## config.mk

```make
export PLATFORM = sky130hd
export DESIGN_NAME = uart_tx_ctrl
export DESIGN_NICKNAME = d
export VERILOG_FILES = /design/src/rtl/uart_pkg.sv /design/src/rtl/uart_baud_counter.sv /design/src/rtl/uart_tx_ctrl.sv
export SDC_FILE = /design/constraint.sdc
export NUM_CORES = 1
export LEC_CHECK = 0
export CORE_MARGIN = 1
export CORE_UTILIZATION = 40
export DETAILED_ROUTE_END_ITERATION = 10
export PLACE_DENSITY_LB_ADDON = 0.25
export SKIP_LAST_GASP = 1
export SLEW_MARGIN = 20
export SYNTH_ARGS = -nofsm -noshare
export SYNTH_HDL_FRONTEND = slang
export SYNTH_SLANG_ARGS = --single-unit
```

## constraint.sdc

```tcl
create_clock -name clk -period 2.63 [get_ports clk]
set_clock_uncertainty 0.1 [all_clocks]
set_input_delay 0.3945 -clock clk [delete_from_list [all_inputs] [get_ports clk]]
set_output_delay 0.3945 -clock clk [all_outputs]
set_load 0.1 [all_outputs]
```

## src/rtl/uart_pkg.sv

```systemverilog
// Types and helpers for the UART TX/RX blocks: FSM state encoding, frame width, counter sizing.
package uart_pkg;

    typedef enum logic [1:0] {
        IDLE,
        START,
        DATA,
        STOP
    } tx_state_t;

    localparam int UART_DATA_BITS = 8;

    function automatic int baud_cnt_width(input int clks_per_bit);
        return ($clog2(clks_per_bit) < 1) ? 1 : $clog2(clks_per_bit);
    endfunction

endpackage

```

## src/rtl/uart_baud_counter.sv

```systemverilog
// Bit-period timer: counts 0..CLKS_PER_BIT-1 and wraps; bit_end flags the last cycle of a period.
// Held at zero while clear is high so the first period after a clear is full length.
module uart_baud_counter
    import uart_pkg::*;
#(
    parameter int CLKS_PER_BIT = 868
) (
    input  logic clk,
    input  logic rst,
    input  logic clear,
    output logic bit_end
);

    localparam int W = baud_cnt_width(CLKS_PER_BIT);
    localparam logic [W-1:0] LAST = W'(CLKS_PER_BIT - 1);

    logic [W-1:0] count_q;

    assign bit_end = (count_q == LAST);

    always_ff @(posedge clk or posedge rst) begin
        if (rst) begin
            count_q <= '0;
        end else if (clear || bit_end) begin
            count_q <= '0;
        end else begin
            count_q <= count_q + 1'b1;
        end
    end

endmodule

```

## src/rtl/uart_tx_ctrl.sv

```systemverilog
// UART 8N1/8N2 TX framer driving an external shift register; accept-to-start latency 1 cycle.
// Backpressure: tx_ready only in IDLE (and never during reset); tx_valid elsewhere is ignored.
module uart_tx_ctrl
    import uart_pkg::*;
#(
    parameter int CLKS_PER_BIT = 868,
    parameter int STOP_BITS    = 1
) (
    input  logic       clk,
    input  logic       rst,
    input  logic [7:0] tx_data,
    input  logic       tx_valid,
    output logic       tx_ready,
    output logic       sr_load,
    output logic       sr_shift_en,
    output logic [7:0] sr_data,
    input  logic       sr_serial_in,
    output logic       tx,
    output logic       busy,
    output logic       tx_done
);

    localparam logic [2:0] LAST_BIT  = 3'(UART_DATA_BITS - 1);
    localparam logic [2:0] LAST_STOP = 3'(STOP_BITS - 1);

    tx_state_t  state_q;
    logic [2:0] bit_idx_q;
    logic       tx_done_q;
    logic       bit_end;

    // Counter idles at zero, so every state entry starts a fresh bit period.
    uart_baud_counter #(
        .CLKS_PER_BIT(CLKS_PER_BIT)
    ) u_baud (
        .clk    (clk),
        .rst    (rst),
        .clear  (state_q == IDLE),
        .bit_end(bit_end)
    );

    assign tx_ready    = (state_q == IDLE) && !rst;
    assign sr_load     = tx_valid && tx_ready;
    assign sr_data     = tx_data;
    assign sr_shift_en = (state_q == DATA) && bit_end;
    assign busy        = (state_q != IDLE);
    assign tx_done     = tx_done_q;

    // Line level depends only on registered state and the shift register output.
    always_comb begin
        tx = 1'b1;
        case (state_q)
            START:   tx = 1'b0;
            DATA:    tx = sr_serial_in;
            default: tx = 1'b1;
        endcase
    end

    // bit_idx counts data bits in DATA and stop bits in STOP.
    always_ff @(posedge clk or posedge rst) begin
        if (rst) begin
            state_q   <= IDLE;
            bit_idx_q <= '0;
            tx_done_q <= 1'b0;
        end else begin
            tx_done_q <= 1'b0;
            case (state_q)
                IDLE: begin
                    if (sr_load) begin
                        state_q <= START;
                    end
                end
                START: begin
                    if (bit_end) begin
                        state_q   <= DATA;
                        bit_idx_q <= '0;
                    end
                end
                DATA: begin
                    if (bit_end) begin
                        if (bit_idx_q == LAST_BIT) begin
                            state_q   <= STOP;
                            bit_idx_q <= '0;
                        end else begin
                            bit_idx_q <= bit_idx_q + 1'b1;
                        end
                    end
                end
                STOP: begin
                    if (bit_end) begin
                        if (bit_idx_q == LAST_STOP) begin
                            state_q   <= IDLE;
                            bit_idx_q <= '0;
                            tx_done_q <= 1'b1;
                        end else begin
                            bit_idx_q <= bit_idx_q + 1'b1;
                        end
                    end
                end
                default: state_q <= IDLE;
            endcase
        end
    end

endmodule

```

==> load_flow_metrics.sql, run 1 <==
INSERT INTO impl_metrics (metric_group, metric, value, unit) VALUES
('worst_setup_path', 'worstPathMaxFanout', '5', ''),
('yosys', 'yosysMostFrequentCell', 'sky130_fd_sc_hd__nor2_1', ''),
('cts', 'clk_root_buffer_cell', 'sky130_fd_sc_hd__clkbuf_4', ''),
('routing', 'drtAntennaViolNets', '0', ''),
('cts', 'clock_insertion_delay_at_the_later_pin_of_the_skew_report', '0.29', 'ns'),
('placed_design', 'place_worst_setup_slack', '0.531', 'ns'),
('run_status', 'outcome', 'finished clean', ''),
('cells_and_area', 'syn_to_final_growth', '13.1', '%'),
('cts', 'path_clk_slew', '0.10', 'ns'),
('yosys', 'area_leader_netlist', 'sky130_fd_sc_hd__dfrtp_1', ''),
('run', 'count_of_maximum_capacitance_violations', '0', ''),
('grt', 'grt_usage', '0.161', ''),
('worst_setup_path', 'critical_path.startpoint_type', 'flop', ''),
('yosys', 'net_count_after_synthesis', '122', ''),
('worst_setup_path', 'path_cells', 'or4b_4 > nor3_2 > and2_1 > buf_12', ''),
('routing', 'vias', '672', ''),
('cts', 'cts-buffers-inserted', '3', ''),
('floorplan', 'floorplan.rows', '17', ''),
('placed_design', 'buffer_ports.inserted', '9', ''),
('cells_and_area', 'num-nets-final', '128', ''),
('floorplan', 'dieArea', '0.00266', 'mm²'),
('yosys', 'synth_cell_type_count', '30', ''),
('floorplan', 'io-pin-count', '26', ''),
('sta', 'worstMarginPinSlew', '0.448', 'ns'),
('yosys', 'synth-async-reset-ratio', '1.00', ''),
('cts', 'ctsLongestPathBuffers', '2', ''),
('worst_setup_path', 'required', '2.14', 'ns'),
('yosys', 'syn_area', '983', 'µm²'),
('placed_design', 'gp_congestion', '0.789', ''),
('floorplan', 'die_height', '51.6', 'µm'),
('yosys', 'post_synth_most_frequent_cells', '17 x sky130_fd_sc_hd__nor2_1, 16 x sky130_fd_sc_hd__dfrtp_1, 9 x sky130_fd_sc_hd__ha_1, 9 x sky130_fd_sc_hd__inv_1, 8 x sky130_fd_sc_hd__buf_4', ''),
('worst_setup_path', 'worstReg2RegStart', 'u_baud.count_q[3]', ''),
('grt', 'grt_max_degree', '17', ''),
('worst_setup_path', 'critPathMaxStageDelay', '0.58', 'ns'),
('cells_and_area', 'diodes', '0', ''),
('yosys', 'synth_sequential_area_ratio', '0.407', ''),
('cts', 'numClockSinks', '16', ''),
('worst_setup_path', 'worst_r2r_endpoint', 'bit_idx_q[0]', ''),
('grt', 'antenna_found_initial', '0', ''),
('pwr', 'cellPowerDensity', '382', 'mW/mm²'),
('placed_design', 'placement.cell_area', '0.00108', 'mm²'),
('routing', 'detail_route.first_pass.iterations', '4', ''),
('sta', 'grt_setup_unrepaired', 'no', ''),
('sta', 'fmaxAchievable', '412', 'MHz'),
('cts', 'cts.repair_timing.setup_buffer_count', '0', ''),
('grt', 'grt_pass1_vias', '703', ''),
('grt', 'first_pass_grt_wire_length', '3.10', 'mm'),
('sta', 'timing_max_transition_violations_final', '0', ''),
('hold_path', 'holdCritPathClass', 'primary input to asynchronous set/reset pin', ''),
('yosys', 'number_of_synthesized_flops_with_an_enable_pin', '0', ''),
('worst_setup_path', 'timing.critical_path.to', 'sr_shift_en', ''),
('worst_setup_path', 'ff2ff_path_depth', '4', ''),
('yosys', 'synth_ff_type', 'sky130_fd_sc_hd__dfrtp_1', ''),
('cts', 'cts_max_level', '1', ''),
('worst_setup_path', 'cp_slowest_cell', 'sky130_fd_sc_hd__or4b_4', ''),
('sta', 'layout_worst_path_cycle_share', '0.923', ''),
('yosys', 'syn-mean-instance-area', '9.74', 'µm²'),
('worst_setup_path', 'worstSetupStartpoint', 'u_baud.count_q[3]', ''),
('sta', 'slew_headroom', '0.699', ''),
('routing', 'remaining_drc_errors', '0', ''),
('yosys', 'post-synth-top-area-fraction', '0.407', ''),
('routing', 'drt-initial-drc-count', '15', ''),
('sta', 'totalNegativeSetupSlack', '0', 'ns'),
('sta', 'final-setup-viol-count', '0', ''),
('yosys', 'synth_area_leaders', 'sky130_fd_sc_hd__dfrtp_1 41%, sky130_fd_sc_hd__ha_1 11%, sky130_fd_sc_hd__nor2_1 6.5%', ''),
('worst_setup_path', 'setup.worst_path.class', 'flop to output pin', ''),
('cells_and_area', 'drive_gt1_frac', '0.160', ''),
('worst_setup_path', 'rrSetupSlack', '0.56', 'ns'),
('cts', 'clock_tree_from_tritoncts', 'done', ''),
('yosys', 'synthesis.yosys.warnings', '0', ''),
('sta', 'layout_setup_ws', '0.202', 'ns');
final cells by class:
| cell class | instances | area (µm²) | area share |
|---|---|---|---|
| inverters | 9 | 33.8 | 0.0304 |
| well taps | 28 | 35.0 | 0.0315 |
| repair buffers | 10 | 120 | 0.108 |
| clock buffers | 4 | 36.3 | 0.0326 |
| multi-input cells | 67 | 487 | 0.438 |
| flip-flops and latches | 16 | 400 | 0.360 |
cells by family (layout without fill, tap and decap cells):
kind of cell | count (synthesis) | after routing | share of synthesized area
buf+inv | 18 | 23 | 0.101
xor+xnor | 8 | 8 | 0.0712
compound gates | 6 | 6 | 0.0369
flops | 16 | 16 | 0.407
mux | 3 | 3 | 0.0318
simple gates | 41 | 41 | 0.238
fa+ha+maj | 9 | 9 | 0.115
flip-flops by register name (all words and copies together) (netlist names):
signal / count
bit_idx_q: 3
state_q: 2
tx_done: 1
u_baud.count_q: 10
layer usage:
| metal | vias to the layer above | share of wire | global-route usage |
|---|---|---|---|
| li1 | 337 | - | - |
| met1 | 305 | 0.49 | 0.207 |
| met2 | 22 | 0.43 | 0.245 |
| met3 | 8 | 0.060 | 0.0380 |
| met4 | 0 | 0.017 | 0.0946 |
| met5 | - | 0 | 0 |
worst min path at each step:
stage / startpoint / endpoint / slack, ns / cells after the start
6_report: rst / u_baud.count_q[3] / 0.40 / 3
4_1_cts: u_baud.count_q[0] / u_baud.count_q[0] / 0.40 / 1
3_3_place_gp: u_baud.count_q[0] / u_baud.count_q[0] / 0.37 / 1
2_1_floorplan: rst / bit_idx_q[0] / 0.21 / 1
3_5_place_dp: u_baud.count_q[0] / u_baud.count_q[0] / 0.39 / 1
5_1_grt: u_baud.count_q[0] / u_baud.count_q[0] / 0.41 / 1
placed cells by master, fill, tap and decap left out, types with 2 or more instances in the layout:
cell,count
sky130_fd_sc_hd__nand3_1,4
sky130_fd_sc_hd__xor2_1,2
sky130_fd_sc_hd__inv_1,9
sky130_fd_sc_hd__clkbuf_4,3
sky130_fd_sc_hd__nand3b_1,2
sky130_fd_sc_hd__o21ai_0,2
sky130_fd_sc_hd__buf_4,4
sky130_fd_sc_hd__ha_1,9
sky130_fd_sc_hd__mux2i_1,2
sky130_fd_sc_hd__nand2_1,3
sky130_fd_sc_hd__nor3_1,2
sky130_fd_sc_hd__buf_12,3
sky130_fd_sc_hd__nor2_1,16
sky130_fd_sc_hd__xnor2_1,6
sky130_fd_sc_hd__dfrtp_1,16
sky130_fd_sc_hd__clkdlybuf4s50_1,3
sky130_fd_sc_hd__nor2b_1,2
through the flow:
stage,total power [W],std cells,hold WS [ns],utilization
2_1_floorplan,0.000312,101,0.213,-
3_5_place_dp,0.000263,130,0.388,0.477
3_3_place_gp,0.000263,130,0.373,0.477
4_1_cts,0.000429,134,0.403,0.493
6_report,0.000424,134,0.396,0.493
5_1_grt,0.000439,134,0.411,0.493
critical path, delay by kind of cell, from the launching register on:
| family | cells | cell delay, ns |
|---|---|---|
| AND/OR/NAND/NOR | 3 | 1.01 |
| flip-flops | 1 | 0.45 |
| buffers and inverters | 1 | 0.18 |
power breakdown:
| part | internal [W] | switching [W] | leakage [nW] |
|---|---|---|---|
| logic | 0.00000542 | 0.00000659 | 0.281 |
| registers | 0.000246 | 0 | 0.204 |
| clock network | 0.0000843 | 0.0000823 | 0.0210 |
| total | 0.000336 | 0.0000889 | 0.506 |
No activity file was read; power rests on OpenSTA's default activity.
==> run 2: changes to the inputs <==
RECOVER_POWER = 50   (was not set)
==> load_flow_metrics.sql, run 2 (synthesis results as in run 1) <==
INSERT INTO impl_metrics (metric_group, metric, value, unit) VALUES
('routing', 'drtAntennaViolNets', '0', ''),
('cts', 'cts-hold-fix-buffers', '0', ''),
('sta', 'final-setup-viol-count', '0', ''),
('worst_setup_path', 'setup.worst_path.class', 'flop to output pin', ''),
('pwr', 'combinational_cell_fraction_of_total_power', '0.026', ''),
('cts', 'cts.repair_timing.setup_buffer_count', '0', ''),
('grt', 'grt_max_degree', '17', ''),
('floorplan', 'dieArea', '0.00266', 'mm²'),
('cts', 'ctsLongestPathBuffers', '2', ''),
('routing', 'detail_route.wl_per_cell', '13.1', 'µm'),
('grt', 'antenna_found_initial', '0', ''),
('floorplan', 'die_height', '51.6', 'µm'),
('floorplan', 'io-pin-count', '26', ''),
('routing', 'drt_wl_total', '1.75', 'mm'),
('cts', 'clk_root_buffer_cell', 'sky130_fd_sc_hd__clkbuf_4', ''),
('routing', 'remaining_drc_errors', '0', ''),
('cts', 'clock_insertion_delay_at_the_later_pin_of_the_skew_report', '0.29', 'ns'),
('sta', 'final_period_minus_worst_setup_slack', '2.43', 'ns'),
('cells_and_area', 'syn_to_final_growth', '12.7', '%'),
('pwr', 'irDropWorstVdd', '0.232', 'mV'),
('cts', 'cts_max_level', '1', ''),
('placed_design', 'gp_congestion', '0.789', ''),
('cells_and_area', 'diodes', '0', ''),
('pwr', 'p_int', '0.000335', 'W'),
('sta', 'layout_worst_path_cycle_share', '0.923', ''),
('worst_setup_path', 'required', '2.14', 'ns'),
('placed_design', 'place_hpwl', '1.37', 'mm'),
('placed_design', 'placement.cell_area', '0.00108', 'mm²'),
('floorplan', 'die-width', '51.6', 'µm'),
('sta', 'totalNegativeSetupSlack', '0', 'ns'),
('grt', 'grt-ovfl-total', '0', ''),
('sta', 'slew_headroom', '0.414', ''),
('cts', 'numClockSinks', '16', ''),
('cts', 'clock_tree_from_tritoncts', 'done', ''),
('worst_setup_path', 'worst_ep_arrival_time', '1.93', 'ns'),
('cts', 'cts_resized', '0', ''),
('grt', 'grt_usage', '0.161', ''),
('worst_setup_path', 'ff2ff_path_depth', '4', ''),
('sta', 'hold_viol', '0', ''),
('worst_setup_path', 'worstReg2RegStart', 'u_baud.count_q[3]', ''),
('worst_setup_path', 'critical_path.startpoint_type', 'flop', ''),
('pwr', 'total_leakage_power', '0.503', 'nW'),
('run_status', 'outcome', 'finished clean', ''),
('pwr', 'sw_pwr', '0.0000888', 'W'),
('cells_and_area', 'largest_reg_flops', '10', ''),
('floorplan', 'floorplan.rows', '17', ''),
('pwr', 'power.sequential.fraction', '0.581', ''),
('sta', 'finalHoldWorstSlack', '0.396', 'ns'),
('routing', 'viasPerCell', '5.01', ''),
('sta', 'worstMarginPinSlew', '0.879', 'ns'),
('routing', 'detail_route.first_pass.iterations', '4', ''),
('worst_setup_path', 'timing.critical_path.to', 'sr_shift_en', ''),
('floorplan', 'core', '0.00225', 'mm²'),
('cts', 'cts-buffers-inserted', '3', ''),
('pwr', 'cellPowerDensity', '382', 'mW/mm²'),
('cts', 'path_clk_slew', '0.10', 'ns'),
('routing', 'drt-initial-drc-count', '15', ''),
('worst_setup_path', 'endpoint_kind', 'output pin', ''),
('grt', 'first_pass_grt_wire_length', '3.10', 'mm'),
('worst_setup_path', 'rrSetupSlack', '0.56', 'ns'),
('cells_and_area', 'final_design_area_no_fill', '0.00111', 'mm²'),
('routing', 'vias', '672', ''),
('cells_and_area', 'num-nets-final', '128', ''),
('floorplan', 'start_util', '0.436', ''),
('placed_design', 'buffer_ports.inserted', '9', ''),
('grt', 'grt_pass1_vias', '703', ''),
('cells_and_area', 'drive_gt1_frac', '0.151', ''),
('pwr', 'p_clk_frac', '0.394', ''),
('placed_design', 'post-place-cells', '130', ''),
('run', 'count_of_maximum_capacitance_violations', '0', ''),
('cells_and_area', 'most-common-layout-cells', '16 x sky130_fd_sc_hd__nor2_1, 16 x sky130_fd_sc_hd__dfrtp_1, 9 x sky130_fd_sc_hd__inv_1, 9 x sky130_fd_sc_hd__ha_1, 6 x sky130_fd_sc_hd__xnor2_1', ''),
('sta', 'fmaxAchievable', '412', 'MHz'),
('sta', 'grt_setup_unrepaired', 'no', ''),
('cells_and_area', 'largest_register', 'u_baud.count_q', ''),
('worst_setup_path', 'worst_r2r_endpoint', 'bit_idx_q[0]', ''),
('hold_path', 'holdCritPathClass', 'flop to flop', ''),
('pwr', 'power_switching_share', '0.210', ''),
('worst_setup_path', 'worstSetupStartpoint', 'u_baud.count_q[3]', ''),
('worst_setup_path', 'worstPathMaxFanout', '5', ''),
('cells_and_area', 'instances_no_fill', '134', ''),
('sta', 'timing_max_transition_violations_final', '0', ''),
('cells_and_area', 'largest_registers_in_the_final_layout', 'u_baud.count_q x10, bit_idx_q x3, state_q x2', ''),
('cells_and_area', 'fin_util', '0.492', '');
run 2: stage by stage:
| stage | setup slack [ns] | total power (W) |
|---|---|---|
| floorplan | 0.0726 | 0.000312 |
| global placement | 0.545 | 0.000263 |
| detailed placement | 0.531 | 0.000263 |
| CTS | 0.193 | 0.000429 |
| global route | 0.113 | 0.000438 |
| finish | 0.202 | 0.000423 |
run 2: final cells by class:
class | count | area, µm²
multi-input cells | 67 | 487
clock buffers | 4 | 36.3
inverters | 9 | 33.8
fillers | 220 | 1150
well taps | 28 | 35.0
flip-flops and latches | 16 | 400
repair buffers | 10 | 116
run 2: how the worst min path moves through the flow:
stage | start | to | slack, ns | depth (start not counted)
final | u_baud.count_q[0] | u_baud.count_q[0] | 0.40 | 1
after global routing | u_baud.count_q[0] | u_baud.count_q[0] | 0.41 | 1
after CTS | u_baud.count_q[0] | u_baud.count_q[0] | 0.40 | 1
after detailed placement | u_baud.count_q[0] | u_baud.count_q[0] | 0.39 | 1
after global placement | u_baud.count_q[0] | u_baud.count_q[0] | 0.37 | 1
after floorplan | rst | bit_idx_q[0] | 0.21 | 1
run 2: critical path, cell delays in order, from the launching register on:
cell and delay (ns):
sky130_fd_sc_hd__dfrtp_1 0.45, sky130_fd_sc_hd__or4b_4 0.58, sky130_fd_sc_hd__nor3_2 0.23, sky130_fd_sc_hd__and2_1 0.20
sky130_fd_sc_hd__buf_12 0.18
run 2: power groups by stage:
stage / clock (W) / sequential [W] / combinational, W
finish: 0.000167 / 0.000246 / 0.0000110
global route: 0.000179 / 0.000246 / 0.0000126
CTS: 0.000171 / 0.000246 / 0.0000125
detailed placement: 0 / 0.000251 / 0.0000125
global placement: 0 / 0.000251 / 0.0000124
floorplan: 0 / 0.000251 / 0.0000618
run 2: metal layers:
layer,GRT usage,up-vias,wire [µm]
li1,-,337,-
met1,0.207,305,863
met2,0.245,22,753
met3,0.0380,8,105
met4,0.0946,0,29
met5,0,-,0
==> run 3: changes to the inputs <==
CTS_CLUSTER_DIAMETER = 60   (was not set)
==> results of run 3 <==
The final DEF is identical to that of run 2; final timing and power are the same.
==> RTL edit 1: new RTL, flow settings as in run 2 <==
Put a register stage on the output `tx`. The value now appears one clock later. The other outputs are not delayed to match.
--- a/src/rtl/uart_tx_ctrl.sv
+++ b/src/rtl/uart_tx_ctrl.sv
@@ -25,2 +25,4 @@
 
+    logic tx_d;
+
     tx_state_t  state_q;
@@ -49,7 +51,7 @@
     always_comb begin
-        tx = 1'b1;
+        tx_d = 1'b1;
         case (state_q)
-            START:   tx = 1'b0;
-            DATA:    tx = sr_serial_in;
-            default: tx = 1'b1;
+            START:   tx_d = 1'b0;
+            DATA:    tx_d = sr_serial_in;
+            default: tx_d = 1'b1;
         endcase
@@ -103,2 +105,6 @@
 
+    always_ff @(posedge clk) begin
+        tx <= tx_d;
+    end
+
 endmodule
Formal check against the unedited RTL: not equivalent (Yosys sat finds a counterexample within 4 cycles, from zero or initial values and one cycle with rst high).
==> RTL edit 1 against run 2 <==
- power decreased by 3.1%
- worst setup slack got worse by 11 ps
- sequential cell count increased by 1
- clock power decreased by 17%
- first-iteration DRC count decreased by 53%
- design area decreased by 0.11%
- synthesized area increased by 2.0%
- routed wire length decreased by 8.7%
==> RTL edit 1: results (changes against run 2) <==
* Clk Latency, worst-skew pair at 290 ps (about the same)
* Critical Path Fanout Max at 5 (unchanged)
* Synthesized area per cell at 9.838 um^2 (+1.0%)
* Worst hold path stage count at 1 (unchanged)
* Tightest Hold Check Type: reg2reg
* Pre-antenna DRT Iters at 4 (unchanged)
* Least-Margin Pin Slew at 879.6 ps (+0.6140 ps)
* Critical path startpoint: u_baud.count_q[3]
* Hold_sp: u_baud.count_q[0]
* H-tree lvl count at 1 (unchanged)
* Filler cell count in the final layout at 224 (+1.8%)
* Drt first-iter violations at 7 (-8)
* Global-route wire length before repair at 2.746 mm (-11%)
* Via count of the first global-routing pass at 658 (-6.4%)
* Reg-to-reg endpoint: bit_idx_q[0]
* Setup total negative slack at 0 ps (unchanged)
* Root Buffer Master: sky130_fd_sc_hd__clkbuf_4
* Top FF cell, synth: sky130_fd_sc_hd__dfrtp_1
* Port-buffer cells at 9 (unchanged)
* Hold WS at 392.0 ps (-4.079 ps)
* Postcts setup bufs at 0 (unchanged)
* Part of the Yosys area used for sequential elements at 41.90% (+1.2 points)
* Leakage power summed over all cells at 0.5047 nW (+0.34%)
* Antenna diode count at 0 (unchanged)
* Worst-case reg-to-reg path depth at 4 (unchanged)
* Critical path destination: sr_shift_en
* Placed cell area at 1084 um^2 (+0.70%)
* Cts bufs inserted at 3 (unchanged)
* Post-cts repair resize count at 0 (unchanged)
* Registers with the most flip-flops: u_baud.count_q (10), bit_idx_q (3), state_q (2)
* Final routed wirelength across all metal layers at 1.598 mm (-8.7%)
* Synth async-reset ratio at 94.12% (-5.9 points)
* Non-filler instance count after layout at 135 (+0.75%)
* Total number of vias at 671 (-0.15%)
* End point of the worst hold path: u_baud.count_q[0]
* Number of warning messages in the yosys log at 0 (unchanged)
* Mapped Nets at 123 (+0.82%)
* Placement Setup Slack at 510.5 ps (-20.17 ps)
* Ranking of synthesized cells by instance count: 17 x sky130_fd_sc_hd__nor2_1, 16 x sky130_fd_sc_hd__dfrtp_1, 9 x sky130_fd_sc_hd__ha_1, 9 x sky130_fd_sc_hd__inv_1, 8 x sky130_fd_sc_hd__buf_4
* Share of final-layout standard cells stronger than drive strength 1 at 14.95% (-0.14 points)
* Status: complete, no violations
* Ranking of synthesized cells by area: sky130_fd_sc_hd__dfrtp_1 40%, sky130_fd_sc_hd__ha_1 11%, sky130_fd_sc_hd__nor2_1 6.4%
* Largest net degree at the start of global routing at 17 (unchanged)
* Initial antenna violation count at 0 (unchanged)
* Total routing usage reported by global routing at 14.05% (-2.1 points)
* Peak supply drop at 0.2807 mV (+21%)
* Number of unique standard cell types used by synthesis at 31 (+3.3%)
* Register-to-register setup slack at 580 ps (+20 ps)
* Detailed-placement wirelength estimate at 1.258 mm (-7.9%)
* Number of instances in the placed design at 131 (+0.77%)
* Bufs on Longest Clock Path at 2 (unchanged)
* RePlAce Congestion at 0.8062 (+2.1%)
* Endpoint class of the critical path: output pin
* Final critical-path share of the clock period at 92.71% (+0.40 points)
RTL edit 1: metal layers:
metal | GRT usage [%] | share of wire [%] | wire [um]
met5 | 0 | 0 | 0
met4 | 3.153 | 1.0 | 16
met3 | 5.848 | 5.6 | 89
met2 | 23.50 | 47 | 749
met1 | 16.58 | 46 | 742
RTL edit 1: where the power goes:
| group | total (mW) | internal, mW | leakage [nW] | switching [mW] |
|---|---|---|---|---|
| clock | 0.139 | 0.0566 | 0.0177 | 0.0820 |
| sequential | 0.261 | 0.261 | 0.212 | 0 |
| combinational | 0.0109 | 0.00440 | 0.275 | 0.00651 |
| total | 0.411 | 0.322 | 0.505 | 0.0885 |
RTL edit 1: final cells by class:
| class | instances | area (um^2) | area share [%] |
|---|---|---|---|
| Clock inverter | 1 | 5.005 | 0.4520 |
| Sequential cell | 17 | 420.4 | 37.97 |
| Multi-Input combinational cell | 67 | 486.7 | 43.95 |
| Inverter | 9 | 33.78 | 3.051 |
| Timing Repair Buffer | 10 | 103.9 | 9.379 |
| Clock buffer | 3 | 22.52 | 2.034 |
| Tap cell | 28 | 35.03 | 3.164 |
RTL edit 1: worst max-delay path: stages, from the launching register on:
cell	delay, ps
sky130_fd_sc_hd__dfrtp_1	440
sky130_fd_sc_hd__or4b_4	580
sky130_fd_sc_hd__nor3_2	240
sky130_fd_sc_hd__and2_1	210
sky130_fd_sc_hd__buf_12	180
RTL edit 1: logic make-up (layout without fill, tap and decap cells):
family / after synthesis / in the layout / synth area share (%)
buffers and inverters: 18 / 23 / 9.850
multiplexers: 3 / 3 / 3.117
AND/OR/NAND/NOR: 41 / 41 / 23.32
XOR/XNOR: 8 / 8 / 6.983
flip-flops: 17 / 17 / 41.89
adder cells (fa/ha/maj): 9 / 9 / 11.22
AO/OA/AOI/OAI: 6 / 6 / 3.615
==> RTL edit 2: new RTL, flow settings as in run 2 <==
Without the edit above. `CLKS_PER_BIT` is set to 868 in 2 places; all go to 1736.
--- a/src/rtl/uart_baud_counter.sv
+++ b/src/rtl/uart_baud_counter.sv
@@ -5,3 +5,3 @@
 #(
-    parameter int CLKS_PER_BIT = 868
+    parameter int CLKS_PER_BIT = 1736
 ) (
--- a/src/rtl/uart_tx_ctrl.sv
+++ b/src/rtl/uart_tx_ctrl.sv
@@ -5,3 +5,3 @@
 #(
-    parameter int CLKS_PER_BIT = 868,
+    parameter int CLKS_PER_BIT = 1736,
     parameter int STOP_BITS    = 1
Function: no difference found for any inputs over 10 cycles, from zero or initial values and one cycle with rst high; that may be too few to reach the edited logic, so the function may still have changed.
==> RTL edit 2 against run 2 <==
- first-iteration DRC count shrank 60%
- power shrank 3.7%
- non-clock buffer count shrank 1
- cell count grew 4.5%
- sequential cell count grew 1
- count of clock-buffer cells in the layout is the same
- synthesized area grew 3.8%
- worst hold slack lost 34 ps
- worst setup slack gained 18 ps
- routed wire length shrank 4.9%
- design area grew 3.3%
==> RTL edit 2: results (changes against run 2) <==
* Status: complete, no violations
* Placement Setup Slack at 507.7 ps (-22.96 ps)
* Least-Margin Pin Slew at 638.9 ps (-240.0 ps)
* Pre-antenna DRT Iters at 5 (+1)
* Share of final-layout standard cells stronger than drive strength 1 at 12.50% (-2.6 points)
* Leakage power summed over all cells at 0.5203 nW (+3.5%)
* Drt first-iter violations at 6 (-9)
* Postcts setup bufs at 0 (unchanged)
* Global routing met2 resource utilization at 23.21% (-1.3 points)
* Critical path data arrival time at 1910 ps (-20 ps)
* Port-buffer cells at 9 (unchanged)
* RePlAce Congestion at 0.7545 (-4.4%)
* Met1 GRT Util at 19.09% (-1.6 points)
* Number of instances in the placed design at 136 (+4.6%)
* Hold WS at 362.4 ps (-33.64 ps)
* Filler cell count in the final layout at 225 (+2.3%)
* Mapped Nets at 130 (+6.6%)
* Routed met2 length at 762 um (+1.2%)
* Ranking of synthesized cells by instance count: 17 x sky130_fd_sc_hd__dfrtp_1, 16 x sky130_fd_sc_hd__nor2_1, 10 x sky130_fd_sc_hd__inv_1, 9 x sky130_fd_sc_hd__ha_1, 8 x sky130_fd_sc_hd__buf_4
* Critical Path Fanout Max at 4 (-1)
* Clock transition at the register clock pins on the worst setup and hold paths after CTS at 100 ps (about the same)
* Number of unique standard cell types used by synthesis at 29 (-3.3%)
* Switching Share at 20.55% (-0.43 points)
* Global-route wire length before repair at 2.960 mm (-4.5%)
* Setup total negative slack at 0 ps (unchanged)
* Part of the Yosys area used for sequential elements at 41.67% (+0.95 points)
* Antenna diode count at 0 (unchanged)
* Total routing usage reported by global routing at 14.95% (-1.2 points)
* Largest net degree at the start of global routing at 18 (+1)
* Met1 routed wirelength after detailed routing at 808 um (-6.4%)
* Ranking of synthesized cells by area: sky130_fd_sc_hd__dfrtp_1 42%, sky130_fd_sc_hd__ha_1 11%, sky130_fd_sc_hd__xnor2_1 6.0%
* Clk Latency, worst-skew pair at 290 ps (about the same)
* Synthesized netlist cell count at 109 (+7.9%)
* Total number of vias at 695 (+3.4%)
* Synth-to-Final Area Change at 12.13%
* Wire length per cell at 11.90 um (-8.9%)
* Registers with the most flip-flops: u_baud.count_q (11), bit_idx_q (3), state_q (2)
* Placed cell area at 1119 um^2 (+4.0%)
* Worst-case reg-to-reg path depth at 6 (+2)
* Detailed-placement wirelength estimate at 1.282 mm (-6.1%)
* Cts bufs inserted at 3 (unchanged)
* Peak supply drop at 0.3169 mV (+37%)
* Global routing usage on met3 at 6.087% (+2.3 points)
* Setup WS post-layout at 220.6 ps (+18.31 ps)
* Final routed wirelength across all metal layers at 1.666 mm (-4.9%)
* Detailed-routed wire length on met3 at 82 um (-22%)
RTL edit 2: power by group through the flow:
stage	logic, mW	clock network (mW)	registers (mW)
3_3_place_gp	0.0113	0	0.266
4_1_cts	0.0113	0.142	0.261
3_5_place_dp	0.0113	0	0.266
2_1_floorplan	0.0619	0	0.266
6_report	0.0105	0.136	0.261
5_1_grt	0.0121	0.159	0.261
RTL edit 2: worst max-delay path: stages, from the launching register on:
cell                      delay, ps
sky130_fd_sc_hd__dfrtp_1        380
sky130_fd_sc_hd__ha_1           230
sky130_fd_sc_hd__nand4_1        130
sky130_fd_sc_hd__nor4_1         450
sky130_fd_sc_hd__and2_1         250
sky130_fd_sc_hd__buf_12         180
RTL edit 2: worst paths after layout:
| kind | start | end |
|---|---|---|
| setup reg to reg | state_q[0] | bit_idx_q[2] |
| hold / removal | u_baud.count_q[0] | u_baud.count_q[0] |
| hold reg to reg | u_baud.count_q[0] | u_baud.count_q[0] |
| min in group asynchronous | rst | u_baud.count_q[1] |
| setup / recovery | u_baud.count_q[0] | sr_shift_en |
| max in group asynchronous | rst | tx_done |
RTL edit 2: layout make-up:
class | count | share of cell area [%]
timing repair buffer | 9 | 10.93
tap | 28 | 3.060
clock buffer | 4 | 2.295
sequential | 17 | 37.16
inverter | 10 | 3.279
multi-input combinational | 72 | 43.28
RTL edit 2: kinds of logic (layout without fill, tap and decap cells):
kind of cell / after synthesis / after routing / share of synthesized area, %
AO/OA/AOI/OAI: 7 / 7 / 4.044
AND/OR/NAND/NOR: 45 / 45 / 22.92
flip-flops: 17 / 17 / 41.67
adder cells (fa/ha/maj): 9 / 9 / 11.03
multiplexers: 2 / 2 / 2.083
XOR/XNOR: 9 / 9 / 7.721
buffers and inverters: 20 / 23 / 10.54
